$ cat src/rtl/snake_pkg.sv
`default_nettype none
// ============================================================================
//  Module   : snake_pkg
//  Purpose  : Shared geometry, state encoding and helpers for the 8x8 board
//             row scanner.
//  Revision : 1.0 - initial release
// ============================================================================
package snake_pkg;

  localparam int ROWS        = 8;
  localparam int COLS        = 8;
  localparam int BOARD_W     = 64;
  localparam int ROW_W       = 3;
  localparam int DWELL_W     = 8;
  localparam int FRAME_CNT_W = 16;

  // Scanner state encoding
  localparam logic [1:0] ST_IDLE  = 2'd0;
  localparam logic [1:0] ST_SCAN  = 2'd1;
  localparam logic [1:0] ST_BLANK = 2'd2;

  // One-hot row drive pattern for a row index
  function automatic logic [ROWS-1:0] row_onehot(input logic [ROW_W-1:0] row);
    return ROWS'(1) << row;
  endfunction

endpackage
`default_nettype wire

$ cat src/rtl/snake_scan_ctr.sv
`default_nettype none
// ============================================================================
//  Module   : snake_scan_ctr
//  Purpose  : Dwell/row counter pair for the board scanner. Reports the
//             current last-dwell / last-row strobes and a one-cycle lookahead
//             (row and strobes of the next cycle) so the top can register
//             its outputs.
//  Revision : 1.0 - initial release
// ============================================================================
module snake_scan_ctr
  import snake_pkg::*;
#(
  parameter int DWELL_CYCLES = 4
) (
  input  logic             clk_i,
  input  logic             rst_i,
  input  logic             en_i,
  output logic [ROW_W-1:0] row_nxt_o,
  output logic             last_dwell_o,
  output logic             last_row_o,
  output logic             last_dwell_nxt_o,
  output logic             last_row_nxt_o
);

  localparam logic [DWELL_W-1:0] LAST_DWELL = DWELL_W'(DWELL_CYCLES - 1);
  localparam logic [ROW_W-1:0]   LAST_ROW   = ROW_W'(ROWS - 1);

  logic [DWELL_W-1:0] dwell_q, dwell_d;
  logic [ROW_W-1:0]   row_q, row_d;

  // Advance dwell each enabled cycle; roll into the next row after the last dwell
  always_comb begin
    dwell_d = dwell_q;
    row_d   = row_q;
    if (en_i) begin
      if (dwell_q == LAST_DWELL) begin
        dwell_d = '0;
        row_d   = row_q + 3'd1;   // 7 wraps naturally to 0
      end else begin
        dwell_d = dwell_q + 8'd1;
      end
    end
  end

  // Counter registers
  always_ff @(posedge clk_i or posedge rst_i) begin
    if (rst_i) begin
      dwell_q <= '0;
      row_q   <= '0;
    end else begin
      dwell_q <= dwell_d;
      row_q   <= row_d;
    end
  end

  assign row_nxt_o        = row_d;
  assign last_dwell_o     = (dwell_q == LAST_DWELL);
  assign last_row_o       = (row_q == LAST_ROW);
  assign last_dwell_nxt_o = (dwell_d == LAST_DWELL);
  assign last_row_nxt_o   = (row_d == LAST_ROW);

endmodule
`default_nettype wire

$ cat src/rtl/snake_board_scanner.sv
`default_nettype none
// ============================================================================
//  Module   : snake_board_scanner
//  Purpose  : Scans an 8x8 board bitmap onto one-hot row drives and column
//             data. New boards are double-buffered and only swapped in at the
//             end of row 7 so a frame is never torn.
//  Config   : define SNAKE_BLANK_EN to insert a one-cycle blank after every row.
//  Revision : 1.0 - initial release
// ============================================================================
module snake_board_scanner
  import snake_pkg::*;
#(
  parameter int DWELL_CYCLES = 4
) (
  input  logic                   clock,
  input  logic                   reset,
  input  logic [BOARD_W-1:0]     snake_in,
  input  logic                   snake_valid,
  output logic [ROWS-1:0]        row_sel,
  output logic [COLS-1:0]        col_data,
  output logic                   frame_done,
  output logic [FRAME_CNT_W-1:0] frame_count,
  output logic                   busy
);

  logic [1:0]             state_q, state_d;
  logic [BOARD_W-1:0]     display_q, display_d;
  logic [BOARD_W-1:0]     pending_q, pending_d;
  logic                   pflag_q, pflag_d;
  logic [FRAME_CNT_W-1:0] fcount_q, fcount_d;
  logic [ROWS-1:0]        row_sel_q, row_sel_d;
  logic [COLS-1:0]        col_q, col_d;
  logic                   fdone_q, fdone_d;
  logic                   busy_q, busy_d;

  logic [ROW_W-1:0] w_row_nxt;
  logic             w_last_dwell, w_last_row;
  logic             w_last_dwell_nxt, w_last_row_nxt;
  logic             w_end_row, w_swap;

  snake_scan_ctr #(
    .DWELL_CYCLES (DWELL_CYCLES)
  ) u_ctr (
    .clk_i            (clock),
    .rst_i            (reset),
    .en_i             (state_q == ST_SCAN),
    .row_nxt_o        (w_row_nxt),
    .last_dwell_o     (w_last_dwell),
    .last_row_o       (w_last_row),
    .last_dwell_nxt_o (w_last_dwell_nxt),
    .last_row_nxt_o   (w_last_row_nxt)
  );

  // Last driven cycle of a row, and of row 7 (the frame boundary / swap point)
  assign w_end_row = (state_q == ST_SCAN) && w_last_dwell;
  assign w_swap    = w_end_row && w_last_row;

  // FSM, buffer swap and frame counter next-state logic
  always_comb begin
    state_d   = state_q;
    display_d = display_q;
    pending_d = pending_q;
    pflag_d   = pflag_q;
    fcount_d  = fcount_q;
    case (state_q)
      ST_IDLE: begin
        if (snake_valid) begin
          state_d   = ST_SCAN;
          display_d = snake_in;
        end
      end
      ST_SCAN: begin
`ifdef SNAKE_BLANK_EN
        if (w_end_row) state_d = ST_BLANK;
`endif
      end
`ifdef SNAKE_BLANK_EN
      ST_BLANK: state_d = ST_SCAN;
`endif
      default: state_d = ST_IDLE;
    endcase
    if (state_q != ST_IDLE) begin
      // Swap first so a coincident strobe lands in pending for the next frame
      if (w_swap && pflag_q) begin
        display_d = pending_q;
        pflag_d   = 1'b0;
      end
      if (snake_valid) begin
        pending_d = snake_in;
        pflag_d   = 1'b1;
      end
    end
    if (w_swap) fcount_d = fcount_q + 16'd1;
  end

  // Output decode from next-cycle state so every output comes straight off a flop
  always_comb begin
    row_sel_d = '0;
    col_d     = '0;
    fdone_d   = 1'b0;
    busy_d    = (state_d != ST_IDLE);
    if (state_d == ST_SCAN) begin
      row_sel_d = row_onehot(w_row_nxt);
      col_d     = display_d[{w_row_nxt, 3'b000} +: COLS];
      fdone_d   = w_last_dwell_nxt && w_last_row_nxt;
    end
  end

  // State, buffers and registered outputs
  always_ff @(posedge clock or posedge reset) begin
    if (reset) begin
      state_q   <= ST_IDLE;
      display_q <= '0;
      pending_q <= '0;
      pflag_q   <= 1'b0;
      fcount_q  <= '0;
      row_sel_q <= '0;
      col_q     <= '0;
      fdone_q   <= 1'b0;
      busy_q    <= 1'b0;
    end else begin
      state_q   <= state_d;
      display_q <= display_d;
      pending_q <= pending_d;
      pflag_q   <= pflag_d;
      fcount_q  <= fcount_d;
      row_sel_q <= row_sel_d;
      col_q     <= col_d;
      fdone_q   <= fdone_d;
      busy_q    <= busy_d;
    end
  end

  assign row_sel     = row_sel_q;
  assign col_data    = col_q;
  assign frame_done  = fdone_q;
  assign frame_count = fcount_q;
  assign busy        = busy_q;

endmodule
`default_nettype wire
$ cat config.mk
export PLATFORM = sky130hd
export DESIGN_NAME = snake_board_scanner
export DESIGN_NICKNAME = d
export VERILOG_FILES = /design/src/rtl/snake_pkg.sv /design/src/rtl/snake_scan_ctr.sv /design/src/rtl/snake_board_scanner.sv
export SDC_FILE = /design/constraint.sdc
export NUM_CORES = 1
export LEC_CHECK = 0
export ABC_AREA = 1
export CAP_MARGIN = 30
export CORE_ASPECT_RATIO = 0.5
export CORE_UTILIZATION = 35
export DETAILED_ROUTE_END_ITERATION = 12
export PLACE_DENSITY = 0.56
export SYNTH_ARGS = -nofsm -noshare
export SYNTH_HDL_FRONTEND = slang
export SYNTH_SLANG_ARGS = --single-unit
export TNS_END_PERCENT = 100
$ cat constraint.sdc
create_clock -name clock -period 9.64 [get_ports clock]
set_clock_uncertainty 0.05 [all_clocks]
set_input_delay 1.446 -clock clock [delete_from_list [all_inputs] [get_ports clock]]
set_output_delay 1.446 -clock clock [all_outputs]
set_load 0.01 [all_outputs]
[After elaboration in Yosys (flattened, before gate mapping)]
Index checks and enable logic that the tools add are counted.
Storage, ports and cells
  register bits after elaboration: 176
  bits of input ports: 67
  output and inout port bits: 34
  word-level logic and storage cells: 47
Operators by class
  add/subtract/negate cells: 3
  equality and inequality tests: 6
  shifts and indexed selects: 2
  muxes and demuxes: 15
  reductions and logical operators: 10
Operators with widths (number)
  $mux W64: 4
  $shiftx A64 B7 Y8: 1
  $mux W8: 4
  $add A16 B1 Y16 const B: 1
  $eq A8 B2 Y1 const B: 2
  $add A8 B1 Y8 const B: 1
  $shl A1 B3 Y8 const A: 1
  $eq A3 B3 Y1 const B: 2
  $mux W3: 2
  $reduce_bool A2 Y1: 3
  $eq A2 B1 Y1 const B: 2
  $logic_and A1 B1 Y1: 4
  $pmux W2 S2: 1
  $reduce_and A2 Y1: 2
  $add A3 B1 Y3 const B: 1
  $mux W1: 3
  $logic_not A2 Y1: 1
  $mux W2: 1

[Longest topological paths before layout]
Gate-level depths: netlist of the first run.
  depth in word-level cells: 8
  mapped depth: 14
  mapped depth without buffers: 13

[Cells and area by module]
From an unflattened synthesis of the first run, not the netlist that was laid out.
Second synthesis, totals
  cells, all modules: 970
  area, all modules: 8320.5 um2
Modules (own cells, without submodules)
  snake_board_scanner: instances 1, cells an instance 872, area each 7578.5 um2, seq. area each 4129.0 um2
  snake_scan_ctr: instances 1, cells an instance 98, area each 742.0 um2, seq. area each 275.3 um2

[Least setup slack after synthesis of the first run]
No wires, ideal clock.
  kind: input to register
  start: input port snake_valid
  end: register col_q[2], in the netlist col_data[2]
  data arrival time: 2.369 ns
  required time: 9.473 ns
  slack: 7.104 ns
  cell stages on the path: 10
  path buffers: 2
  path through: nand2_1 buf_2 buf_2 nor2_1 a21oi_1 nand2_1 a21oi_1 nor2_1 nand2_1 nand2_1
On the way
  word-level cells in the longest chain between the ends: 6
  elaborated cells on any way between the ends: 9
  classes of those cells: eq/ne: 1; shift: 1; mux: 7
RTL lines
  from (decl): line snake_board_scanner.sv:18  | input logic snake_valid,
  $mux W64: line snake_board_scanner.sv:67  | if (snake_valid) begin
  $mux W64: line snake_board_scanner.sv:65  | case (state_q)
  $mux W64: line snake_board_scanner.sv:84  | if (w_swap && pflag_q) begin
  $mux W64: line snake_board_scanner.sv:82  | if (state_q != ST_IDLE) begin
  $shiftx A64 B7 Y8: line snake_board_scanner.sv:104  | col_d = display_d[{w_row_nxt, 3'b000} +: COLS];
  $mux W8 *: line snake_board_scanner.sv:102  | if (state_d == ST_SCAN) begin
  named net col_d[2]: line snake_board_scanner.sv:32  | logic [COLS-1:0] col_q, col_d;
  to (signal assigned): line snake_board_scanner.sv:128  | col_q <= col_d;
  to (decl): line snake_board_scanner.sv:32
Mark *: on every way through the listed nets, which the timed path passes. The rest lies on a longest branch.
A chain may end at the register's enable or synchronous reset.

[Worst setup path in the final report of the first run]
  start: input port snake_valid
  end: register col_q[6], in the netlist col_data[6]
Same word-level chain as after synthesis.

==> results of run 1 <==
## critical path, delay by kind of cell
family          cells  cell delay [ps]
buf+inv             2             1210
compound gates      1              140
simple gates        9             1120
## path summary, 6_finish.rpt
check / start / to / slack, ps / cells after the start
max: snake_valid / col_data[6] / 5940 / 12
min: frame_count[15] / frame_count[15] / 420 / 1
max reg2reg: u_ctr.row_q[0] / col_data[4] / 6330 / 9
min reg2reg: frame_count[15] / frame_count[15] / 420 / 1
max in group asynchronous: reset / display_q[51] / 6240 / 4
min in group asynchronous: reset / row_sel[5] / 1440 / 2
## power by group through the flow
stage / clock, W / sequential, W / combinational [W]
2_1_floorplan: 0 / 0.000932 / 0.000374
3_3_place_gp: 0 / 0.000942 / 0.000577
3_5_place_dp: 0 / 0.000944 / 0.000586
4_1_cts: 0.000736 / 0.000931 / 0.000588
5_1_grt: 0.000764 / 0.000945 / 0.000665
6_report: 0.000724 / 0.000930 / 0.000583
## state kept, by name (all words and copies together) (netlist names)
| name | count |
|---|---|
| display_q | 64 |
| u_ctr.dwell_q | 8 |
| state_q | 2 |
| col_data | 8 |
| frame_done | 1 |
| busy | 1 |
| pending_q | 64 |
| frame_count | 16 |
| pflag_q | 1 |
| row_sel | 8 |
| u_ctr.row_q | 3 |
## logic make-up (layout without fill, tap and decap cells)
group | after synthesis | after routing | synth area share
compound gates | 180 | 180 | 0.106
xor+xnor | 13 | 13 | 0.0133
fa+ha+maj | 4 | 4 | 0.00584
buf+inv | 232 | 317 | 0.108
flops | 176 | 176 | 0.514
other cells | 1 | 1 | 0.000437
simple gates | 506 | 506 | 0.252
## per-stage QoR
stage | setup slack, ps | total power (W) | hold WS, ps | util
2_1_floorplan | 3370 | 0.00131 | 403 | -
3_3_place_gp | 5530 | 0.00152 | 416 | 0.407
3_5_place_dp | 5450 | 0.00153 | 421 | 0.408
4_1_cts | 5920 | 0.00225 | 430 | 0.433
5_1_grt | 5640 | 0.00237 | 449 | 0.433
6_report | 5940 | 0.00224 | 420 | 0.433
## cells in the mapped netlist, drive strengths merged
| library cell | count | area, sq um |
|---|---|---|
| a21oi | 79 | 395 |
| and2 | 3 | 18.8 |
| buf | 26 | 155 |
| clkbuf | 29 | 109 |
| conb | 1 | 3.75 |
| dfrtp | 176 | 4400 |
| ha | 4 | 50.1 |
| inv | 177 | 664 |
| nand2 | 306 | 1170 |
| nand3 | 29 | 150 |
| nand3b | 6 | 45.0 |
| nand4 | 39 | 256 |
| nor2 | 117 | 479 |
| nor3 | 3 | 15.0 |
| nor3b | 3 | 22.5 |
| o21a | 4 | 30.0 |
| o21ai | 97 | 485 |
| xnor2 | 8 | 70.1 |
| xor2 | 5 | 43.8 |
## cell type report
class                   count  area (sq um)
fillers                  2433         13600
inverters                 177           669
multi-input cells         704          3260
clock buffers              19           443
repair buffers            108          1080
clock inverters            13           161
flip-flops and latches    176          4400
well taps                 315           394
## layer usage
metal	part of all wire	routed length [um]	up-vias	track usage
li1	-	-	3587	-
met3	0.054	1220	20	0.0421
met2	0.44	10000	153	0.296
met5	0	0	-	0
met1	0.49	11100	3462	0.271
met4	0.012	263	0	0.0575
## layout by cell type (no fill, tap or decap), types with 16 or more instances in the layout
cell type	synthesis	routed
o21ai_0	81	80
inv_1	173	172
o21ai_1	16	16
nand2_1	300	299
nand4_1	37	37
nand3_1	28	28
nor2_1	107	106
clkbuf_16	0	17
clkdlybuf4s50_1	0	100
dfrtp_1	176	176
a21oi_1	79	79
==> impl_metrics.tcl, run 1 <==
set metrics [dict create \
    port_buffers 100 \
    crit_type "input pin to flop" \
    end_kind "flop" \
    ctsHoldBuffers 0 \
    setup_violations 0 \
    ios 101 \
    dieArea_sq_um 25200 \
    internal_power_w 0.00148 \
    fin_crit_sh 0.384 \
    cts_sinks 176 \
    num_vias 7222 \
    hold_path.class "flop to flop" \
    drive_above_1_share 0.0551 \
    ir_drop_mv 0.126 \
    antenna_left 0 \
    synth_nets 1183 \
    cp_cell_sequence "clkdlybuf4s50_1 > nand2_4 > buf_4 > nor2_1 > a21oi_1 > nand2_1 > nand2_1 > nand2_1 > nand2_1 > nor2_1 > nand2_1 > nand2_1" \
    grt_max_degree 79 \
    cts_tree "built" \
    routedWlPerCell_um 14.9 \
    fmax_mhz 270 \
    final_nets 1255 \
    worst_pin_slew_ps 872 \
    mappedNetlistArea_sq_um 8570 \
    slew_viol_final 0 \
    track_usage 0.192 \
    cts_setup_buffers 0 \
    crit_required_ps 9920 \
    dp_hpwl_um 15400 \
    fin_tns_setup_ps 0 \
    ys_seq_elements 176 \
    dp.cells 1480 \
    cap_violations 0 \
    first_pass_iters 7 \
    place.gp.congestion 0.815 \
    max_slew_margin 0.417 \
    crit_top_cell "nand2_1" \
    drc 0 \
    first_iter_violations 597 \
    dpl_cell_area_sq_um 9810 \
    cts.clk_slew.worst_paths_ps 70 \
    critPathMaxStageDelay_ps 710 \
    crit_arrival_ps 3970 \
    grt_pass1_vias 7073 \
    power.switching_w 0.000757 \
    final_cells 1512 \
    syn2layout_area_growth_pct 21.5 \
    antenna_found_initial 0 \
    numCtsBuffers 17 \
    outcome "finished clean" \
    path_max_fanout 78 \
    rsz0062_at_grt "no" \
    vias_per_cell 4.78 \
    grt_pass1_wl_um 37700 \
    clock_path_buffers 2 \
    die-height_um 113 \
    final_cell_area_sq_um 10400 \
    syn_avg_cell_area_sq_um 7.71 \
    synth.distinct_cells 29 \
    clkLatencyLatePin_ps 440 \
    p_per_area_nw_per_um2 215 \
    leakage_nw 5.46 \
    ctsResizeCount 0 \
    start_kind "input pin" \
    netlist_instances 1112 \
    pwr-share-seq 0.416 \
    ctsRootBufferMaster "clkbuf_16" \
    hold_violations 0 \
    gr-total-overflow 0 \
    std_cell_rows 40 \
    swShare 0.338 \
    cpMaxStageDelayCell "buf_4" \
    core_region_area_sq_um 24000 \
    min_period_ps 3700 \
    ys_warn_count 0 \
    routed_wl_um 22600 \
    start_util 0.357 \
    p_clk_frac 0.323 \
    die_x_um 223 \
    ys_seq_area_frac 0.514 \
    diodes 0 \
    power_frac_comb 0.261 \
    htreeDepth 4 \
]
Power figures use the tool's default switching activity.
==> run 2: changes to the inputs <==
PLACE_DENSITY = 0.58   (was 0.56)
clock period = 3.25 ns   (was 9.64 ns; I/O delays follow)
==> run 2 against run 1 <==
Combinational power rose to 3.0 times the previous value. Sequential share of layout area is 0.47 points lower. Setup slack got worse by 5200 ps. First-iteration DRC count rose by 11%. Highest routed layer unchanged. Hold slack lost 9.7 ps. Cell area up 1.1%. Via count increased by 1.0%.
==> impl_metrics.tcl, run 2 (synthesis gave the netlist of run 1 again) <==
set metrics [dict create \
    clkLatencyLatePin_ps 440 \
    grt_pass1_wl_um 38100 \
    hold_path.class "input pin to async pin" \
    start_util 0.357 \
    die_x_um 223 \
    diodes 0 \
    ir_drop_mv 0.430 \
    grt_max_degree 97 \
    drc 0 \
    fmax_mhz 405 \
    antenna_left 0 \
    htreeDepth 4 \
    outcome "finished clean" \
    vias_per_cell 4.80 \
    port_buffers 100 \
    slew_viol_final 0 \
    drive_above_1_share 0.0622 \
    track_usage 0.195 \
    cts_sinks 176 \
    std_cell_rows 40 \
    ctsResizeCount 0 \
    cap_violations 0 \
    final_nets 1264 \
    rsz0062_at_grt "no" \
    routedWlPerCell_um 15.0 \
    r2r_cells 13 \
    syn2layout_area_growth_pct 22.9 \
    layout_common_cells "nand2_1 (299), dfrtp_1 (176), inv_1 (172)" \
    fin_tns_setup_ps 0 \
    crit_arrival_ps 2760 \
    leakage_nw 5.52 \
    gr-total-overflow 0 \
    grt_pass1_vias 7129 \
    worst_pin_slew_ps 849 \
    crit_type "flop to flop" \
    fill_cells 2400 \
    cts_tree "built" \
    cts_setup_buffers 0 \
    min_period_ps 2470 \
    antenna_found_initial 0 \
    finalHoldWorstSlack_ps 410 \
    crit_required_ps 3540 \
    die-height_um 113 \
    core_region_area_sq_um 24000 \
    numCtsBuffers 17 \
    ctsRootBufferMaster "clkbuf_16" \
    path_max_fanout 24 \
    r2r_setup_slack_ps 780 \
    place.gp.congestion 0.825 \
    dp_hpwl_um 15900 \
    dieArea_sq_um 25200 \
    num_vias 7297 \
    critPathLaunch "u_ctr.dwell_q[1]" \
    cts.clk_slew.worst_paths_ps 70 \
    ios 101 \
    start_kind "flop" \
    first_iter_violations 662 \
    setup_violations 0 \
    r2r_end "col_data[4]" \
    fin_crit_sh 0.759 \
    ctsHoldBuffers 0 \
    p_per_area_nw_per_um2 624 \
    end_kind "flop" \
    max_slew_margin 0.432 \
    clock_path_buffers 2 \
    hold_violations 0 \
    first_pass_iters 6 \
    layout_commonest_cell "nand2_1" \
    routed_wl_um 22800 \
    timing.rr.start "u_ctr.dwell_q[1]" \
]
run 2: power by group:
group / switching (W) / internal (W) / total, W / leakage, nW
Clock: 0.000904 / 0.00117 / 0.00207 / 0.277
Combinational: 0.00112 / 0.000628 / 0.00174 / 3.02
Sequential: 0.000197 / 0.00256 / 0.00276 / 2.22
run 2: worst max-delay path by stage:
stage / end / depth (start not counted)
final: col_data[4] / 13
after global routing: col_data[4] / 13
after floorplan: busy / 1
after detailed placement: col_data[4] / 12
after CTS: frame_count[13] / 10
after global placement: col_data[7] / 8
run 2: metal layers:
metal	track usage	routed length (um)	vias to the layer above
li1	-	-	3608
met1	0.280	11300	3493
met2	0.302	10300	172
met3	0.0293	869	24
met4	0.0598	310	0
met5	0	0	-
run 2: worst max-delay path: stages, from the launching register on:
cell and delay [ps]:
dfrtp_1 380, ha_1 310, inv_2 80, nor2_1 100, nand3_1 120, nor2_4 510, buf_4 280, nand4_1 90
nand2_1 110, nand2_1 60, nand2_1 120, nor2_1 50, nand2_1 50, nand2_1 40
run 2: metrics by stage:
stage | std cells | util | power, W | area (sq um) | setup slack [ps]
2_1_floorplan | 1112 | - | 0.00387 | 8580 | 460
3_3_place_gp | 1489 | 0.414 | 0.00451 | 9940 | 773
3_5_place_dp | 1489 | 0.414 | 0.00454 | 9940 | 785
4_1_cts | 1520 | 0.438 | 0.00663 | 10500 | 783
5_1_grt | 1520 | 0.438 | 0.00699 | 10500 | 501
6_report | 1520 | 0.438 | 0.00658 | 10500 | 784
run 2: cell type report:
class	count	area, sq um	share of cell area
Clock buffer	19	453	0.0430
Clock inverter	12	135	0.0128
Sequential cell	176	4400	0.418
Multi-Input combinational cell	704	3260	0.310
Tap cell	315	394	0.0374
Timing Repair Buffer	117	1220	0.115
Inverter	177	668	0.0634
